--- config.mk ---
export PLATFORM = sky130hd
export DESIGN_NAME = twdl_stage_seq
export DESIGN_NICKNAME = d
export VERILOG_FILES = /design/src/rtl/twdl_stage_seq.sv
export SDC_FILE = /design/constraint.sdc
export NUM_CORES = 1
export LEC_CHECK = 0
export BUFFER_PORTS_ARGS = -buffer_cell sky130_fd_sc_hd__buf_2
export CAP_MARGIN = 20
export CORE_ASPECT_RATIO = 0.75
export CORE_MARGIN = 4
export CORE_UTILIZATION = 36
export CTS_CLUSTER_DIAMETER = 120
export DETAILED_ROUTE_END_ITERATION = 8
export HOLD_SLACK_MARGIN = 0.05
export PLACE_DENSITY_LB_ADDON = 0.15
export SYNTH_ARGS = -nofsm -noshare
export SYNTH_HDL_FRONTEND = slang
export SYNTH_SLANG_ARGS = --single-unit
--- constraint.sdc ---
create_clock -name clk -period 6.82 [get_ports clk]
set_input_delay 1.364 -clock clk [delete_from_list [all_inputs] [get_ports clk]]
set_output_delay 1.364 -clock clk [all_outputs]
set_load 0.01 [all_outputs]
--- src/rtl/twdl_stage_seq.sv ---
// Sequencer for the mixed-radix (2/3/4/5) twiddle-multiply stage: latches a per-stage
// config, steps twiddle numerators with each accepted butterfly and tracks the multiplier drain.
module twdl_stage_seq #(
  parameter int wCnt  = 12,
  parameter int TMO   = 64,
  parameter int wPend = 8
) (
  input  logic            clk,
  input  logic            rst_n,
  input  logic            start,
  input  logic [2:0]      cfg_factor,
  input  logic [wCnt-1:0] cfg_demontr,
  input  logic [wCnt-1:0] cfg_span,
  input  logic [wCnt-1:0] cfg_nbfly,
  input  logic            bfly_val,
  input  logic            tw_out_val,
  output logic            tw_in_val,
  output logic [2:0]      factor,
  output logic [wCnt-1:0] twdl_numrtr [0:4],
  output logic [wCnt-1:0] twdl_demontr,
  output logic            busy,
  output logic            done,
  output logic            err
);

  localparam logic [1:0] S_IDLE  = 2'd0;
  localparam logic [1:0] S_RUN   = 2'd1;
  localparam logic [1:0] S_DRAIN = 2'd2;
  localparam logic [1:0] S_DONE  = 2'd3;

  localparam int wTmo = $clog2(TMO + 1);

  logic [1:0]      r_state;
  logic [2:0]      r_factor;
  logic [wCnt-1:0] r_demontr;
  logic [wCnt-1:0] r_span;
  logic [wCnt-1:0] r_nbfly;
  logic [wCnt-1:0] r_k;
  logic [wCnt-1:0] r_bcnt;
  logic [wCnt-1:0] r_acc [1:4];
  logic [wPend-1:0] r_pend;
  logic [wTmo-1:0] r_tmo;
  logic            r_err;

  logic w_cfg_ok;
  logic w_launch;
  logic w_accept;
  logic w_kwrap;
  logic w_last;
  logic w_timeout;
  logic w_pend_ovf;
  logic w_pend_unf;

  function automatic logic cfg_legal(input logic [2:0] f, input logic [wCnt-1:0] span,
                                     input logic [wCnt-1:0] nbfly);
    return (f >= 3'd2) && (f <= 3'd5) && (span != '0) && (nbfly != '0);
  endfunction

  assign w_cfg_ok   = cfg_legal(cfg_factor, cfg_span, cfg_nbfly);
  assign w_launch   = (r_state == S_IDLE) && start && w_cfg_ok;
  assign w_accept   = bfly_val && (r_state == S_RUN);
  assign w_kwrap    = (r_k == r_span - 1'b1);
  assign w_last     = (r_bcnt == r_nbfly - 1'b1);
  assign w_timeout  = (r_state == S_DRAIN) && (r_pend != '0) && !tw_out_val &&
                      (r_tmo == wTmo'(TMO - 1));
  assign w_pend_ovf = w_accept && !tw_out_val && (r_pend == '1);
  assign w_pend_unf = tw_out_val && !w_accept && (r_pend == '0);

  // Control FSM and latched stage configuration
  always_ff @(posedge clk) begin
    if (!rst_n) begin
      r_state   <= S_IDLE;
      r_factor  <= '0;
      r_demontr <= '0;
      r_span    <= '0;
      r_nbfly   <= '0;
    end else begin
      case (r_state)
        S_IDLE: begin
          if (w_launch) begin
            r_state   <= S_RUN;
            r_factor  <= cfg_factor;
            r_demontr <= cfg_demontr;
            r_span    <= cfg_span;
            r_nbfly   <= cfg_nbfly;
          end
        end
        S_RUN: begin
          if (w_accept && w_last) r_state <= S_DRAIN;
        end
        S_DRAIN: begin
          if (r_pend == '0 || w_timeout) r_state <= S_DONE;
        end
        default: r_state <= S_IDLE;
      endcase
    end
  end

  // Twiddle index k and per-leg accumulators acc[p] = k*p, stepped without multipliers
  always_ff @(posedge clk) begin
    if (!rst_n || w_launch) begin
      r_k    <= '0;
      r_bcnt <= '0;
      for (int p = 1; p <= 4; p++) r_acc[p] <= '0;
    end else if (w_accept) begin
      r_bcnt <= r_bcnt + 1'b1;
      if (w_kwrap) begin
        r_k <= '0;
        for (int p = 1; p <= 4; p++) r_acc[p] <= '0;
      end else begin
        r_k <= r_k + 1'b1;
        for (int p = 1; p <= 4; p++) r_acc[p] <= r_acc[p] + wCnt'(p);
      end
    end
  end

  // Outstanding multiplier outputs; saturates at both ends
  always_ff @(posedge clk) begin
    if (!rst_n || w_timeout) begin
      r_pend <= '0;
    end else if (w_accept && !tw_out_val && !w_pend_ovf) begin
      r_pend <= r_pend + 1'b1;
    end else if (tw_out_val && !w_accept && !w_pend_unf) begin
      r_pend <= r_pend - 1'b1;
    end
  end

  always_ff @(posedge clk) begin
    if (!rst_n || r_state != S_DRAIN || tw_out_val) r_tmo <= '0;
    else r_tmo <= r_tmo + 1'b1;
  end

  always_ff @(posedge clk) begin
    if (!rst_n) r_err <= 1'b0;
    else r_err <= (start && r_state == S_IDLE && !w_cfg_ok) ||
                  (start && r_state != S_IDLE) ||
                  w_pend_ovf || w_pend_unf || w_timeout;
  end

  always_comb begin
    twdl_numrtr[0] = '0;
    for (int p = 1; p <= 4; p++)
      twdl_numrtr[p] = (3'(p) < r_factor) ? r_acc[p] : '0;
  end

  assign tw_in_val    = w_accept;
  assign factor       = r_factor;
  assign twdl_demontr = r_demontr;
  assign busy         = (r_state != S_IDLE);
  assign done         = (r_state == S_DONE);
  assign err          = r_err;

endmodule

==> results.py <==
metrics = {
    "die": {
        "ios": 123,
        "fp.dieW_um": 169,
        "std_cell_rows": 43,
        "die_height_um": 129,
        "die-area_um2": 21800,
        "core_region_area_um2": 18800,
        "initial_core_util_pct": 37.3,
    },
    "route": {
        "drt_first_iter_violations": 358,
        "drt_drc_violations_left": 0,
        "detail_route.wirelength_um": 16300,
        "wl_per_cell_um": 13.9,
        "ant_nets": 0,
        "viasPerCell": 4.75,
        "drt_pass1_iterations": 5,
        "route.vias.total": 5563,
    },
    "synthesis": {
        "ys_seq_area_share_pct": 42.4,
        "synth.yosys.warnings": 0,
        "cell_with_the_most_instances_after_synthesis": "sky130_fd_sc_hd__nand2_1",
        "synth_edf_count": 45,
        "postSynthRegisterBits": 126,
        "synth.area.top_cells": "sky130_fd_sc_hd__dfxtp_1, sky130_fd_sc_hd__edfxtp_1, sky130_fd_sc_hd__nand2_1",
        "synth_area_um2": 7020,
        "avgSynthCellArea_um2": 8.67,
        "yosysTopAreaCell": "sky130_fd_sc_hd__dfxtp_1",
        "proportion_of_netlist_area_held_by_the_largest_area_contributor_pct": 23.1,
        "ys_async_sr_fraction_pct": 0,
        "synthFlopType": "sky130_fd_sc_hd__dfxtp_1",
        "postSynthCellCount": 809,
        "synthTopCellsByCount": "sky130_fd_sc_hd__nand2_1, sky130_fd_sc_hd__nor2_1, sky130_fd_sc_hd__dfxtp_1",
        "netlist-cell-type-count": 52,
    },
    "setup_path": {
        "sort_of_element_at_the_start_of_the_critical_path": "input port",
        "ff2ff_setup_slack_ps": 3650,
        "worstPathRequired_ps": 7120,
        "critical_path.most_common_cell": "sky130_fd_sc_hd__buf_4",
        "timing.critical_path.slowest_stage_cell": "sky130_fd_sc_hd__inv_1",
        "critical_path.reg2reg.endpoint": "r_pend[7]$_SDFFE_PP0P_",
        "r2r-start": "r_state[1]$_SDFFE_PN0P_",
        "crit_path_end_kind": "flop",
        "r2r.worst_path.cells": 13,
        "slowest_delay_ps": 520,
        "cp_data_arrival_time_ps": 4110,
        "crit_path_cell_trace": "buf_2 -> nor4_1 -> nand3_1 -> nand4_1 -> buf_4 -> inv_1 -> buf_4 -> o22ai_1 -> a21oi_1 -> mux2i_1",
        "crit_path_max_fanout": 39,
        "criticalPathCategory": "input port to flop",
    },
    "finish": {
        "num-fill-cells": 1907,
        "post_route_cells_drive_above_1_share_pct": 16.5,
        "register_area_um2": 2970,
        "final-instance-count-excl-fill": 1170,
        "finalNetCount": 975,
        "multi_input_area_um2": 3750,
        "area_growth_pct": 18.5,
        "antenna-diode-count": 0,
    },
    "timing": {
        "worst_slew_pin_slew_ps": 1020,
        "final.min_clock_period_ps": 3810,
        "finalMaxSlewViolations": 0,
        "worst_clock_skew_ps": 13.9,
        "max_clock_freq_mhz": 262,
        "setup_tns_ps": 0,
        "relSlewSlack_pct": 32.0,
        "rsz0062_at_grt": "false",
        "setup_violations_final": 0,
        "timing.final.crit_share_pct": 55.9,
        "endpoints_failing_hold": 0,
        "final_worst_setup_slack_ps": 3010,
    },
    "placed_design": {
        "place_hpwl_um": 11900,
        "post-place-ws_ps": 2470,
        "port_buffers": 107,
        "place_congestion": 0.761,
        "dp.cells": 1136,
    },
    "power_and_ir_drop": {
        "power_switching_uw": 910,
        "switching_share_pct": 33.6,
        "vdd.ir_drop.worst_mv": 0.130,
        "cell_internal_pwr_mw": 1.80,
        "power.density_nw_per_um2": 326,
        "pwr-share-comb_pct": 26.8,
        "seq_power_share_pct": 37.6,
        "static-leakage-power_nw": 3.34,
        "clockPowerShare_pct": 35.6,
    },
    "cts": {
        "clock_insertion_delay_worst_skew_ps": 430,
        "clkSinkCount": 126,
        "cts.root.buffer_cell": "sky130_fd_sc_hd__clkbuf_16",
        "clock_tree.buffer_depth": 2,
        "cts_post_setup_buffers_inserted": 0,
        "cts_tree": "yes",
        "clk_pin_slew_ps": 60,
        "cts_repair_resize_count": 0,
        "ctsHoldBuffers": 0,
        "tritoncts.num_buffers": 17,
        "number_of_h_tree_levels": 4,
    },
    "global_routing": {
        "grt_start_max_net_pins": 50,
        "grt_pass1_vias": 5186,
        "grt_antenna_before_repair": 0,
        "wire_length_of_the_first_global_routing_pass_um": 26700,
        "grt_usage_pct": 15.3,
        "grt_remaining_overflow": 0,
    },
    "worst_hold_path": {
        "worst_min_delay_path_endpoint": "r_tmo[0]$_SDFF_PP0_",
        "holdPathStages": 1,
        "holdCritStartpoint": "r_tmo[0]$_SDFF_PP0_",
        "min_path_type": "flop to flop",
    },
    "status": {
        "outcome": "completed",
    },
    "flow_run": {
        "maxCapViolations": 0,
    },
}
## worst max path at each step
stage / slack, ps / depth (start not counted) / startpoint / endpoint
2_1_floorplan: 3310 / 11 / bfly_val / r_pend[7]$_SDFFE_PP0P_
3_3_place_gp: 2520 / 10 / cfg_span[7] / r_state[1]$_SDFFE_PN0P_
3_5_place_dp: 2470 / 10 / cfg_span[7] / r_state[0]$_SDFFE_PN0P_
4_1_cts: 2920 / 10 / cfg_span[7] / r_state[0]$_SDFFE_PN0P_
5_1_grt: 2730 / 10 / cfg_span[7] / r_state[1]$_SDFFE_PN0P_
6_report: 3010 / 10 / cfg_span[7] / r_state[0]$_SDFFE_PN0P_
## cell usage in the layout, fill, tap and decap left out, types with 13 or more instances in the layout
cell type                   count
sky130_fd_sc_hd__nand3_1       32
sky130_fd_sc_hd__nor2b_1       23
sky130_fd_sc_hd__nand4_1       13
sky130_fd_sc_hd__o21ai_0       15
sky130_fd_sc_hd__nor4_1        13
sky130_fd_sc_hd__conb_1        15
sky130_fd_sc_hd__buf_2        107
sky130_fd_sc_hd__xor2_1        44
sky130_fd_sc_hd__a21oi_1       19
sky130_fd_sc_hd__edfxtp_1      45
sky130_fd_sc_hd__clkbuf_16     17
sky130_fd_sc_hd__ha_1          20
sky130_fd_sc_hd__nand2_1      129
sky130_fd_sc_hd__dfxtp_1       81
sky130_fd_sc_hd__and2_1        23
sky130_fd_sc_hd__inv_1         23
sky130_fd_sc_hd__xnor2_1       50
sky130_fd_sc_hd__nor2_1       109
sky130_fd_sc_hd__a21boi_0      39
## metal layers
layer  GRT usage, %  wire length (µm)  vias to the layer above
met5              0                 0                        -
met4           4.40               172                        0
met3           4.08               688                       12
met2           23.0              7020                       95
met1           21.8              8440                     2541
li1               -                 -                     2915
## worst max-delay path, delay by kind of cell
kind,cells,cell delay (ps)
buf+inv,4,1390
simple gates,3,920
compound gates,2,290
mux,1,130
## state kept, by name, indices dropped and copies added, names as in the netlist
name and cells:
r_acc 45, r_tmo 7, r_state 2, r_nbfly 12
twdl_demontr 12, r_span 12, r_bcnt 12, r_k 12
err 1, factor 3, r_pend 8
## power by group through the flow
| stage | clock network (mW) | registers, mW | logic (mW) |
|---|---|---|---|
| after floorplan | 0 | 1.00 | 0.578 |
| after global placement | 0 | 1.04 | 0.727 |
| after detailed placement | 0 | 1.03 | 0.728 |
| after CTS | 0.985 | 1.02 | 0.733 |
| after global routing | 1.03 | 1.04 | 0.827 |
| final | 0.965 | 1.02 | 0.727 |
## area by class of cell
class | count | share of cell area (%)
Tap cell | 247 | 3.72
Timing Repair Buffer | 112 | 6.83
Sequential cell | 126 | 35.8
Inverter | 24 | 1.08
Multi-Input combinational cell | 629 | 45.1
Clock buffer | 17 | 5.12
Clock inverter | 15 | 2.36
## stage by stage
| step | power, mW | utilization, % | hold slack, ps | instance area (µm²) |
|---|---|---|---|---|
| after floorplan | 1.58 | - | 418 | 7070 |
| after global placement | 1.76 | 40.8 | 437 | 7680 |
| after detailed placement | 1.76 | 40.8 | 445 | 7680 |
| after CTS | 2.74 | 44.1 | 454 | 8300 |
| after global routing | 2.89 | 44.2 | 483 | 8310 |
| final | 2.71 | 44.2 | 455 | 8310 |
## cell families after synthesis
family | count (synthesis) | share of synthesized area, %
AOI/OAI and AO/OA | 106 | 10.3
xor gates and xnor gates | 94 | 11.7
adders and majority gates | 21 | 3.85
buffers and inverters | 68 | 5.01
DFF | 126 | 42.4
muxes | 11 | 1.57
other | 1 | 0.0534
and+or+nand+nor | 382 | 25.1
Power figures use the tool's default switching activity.
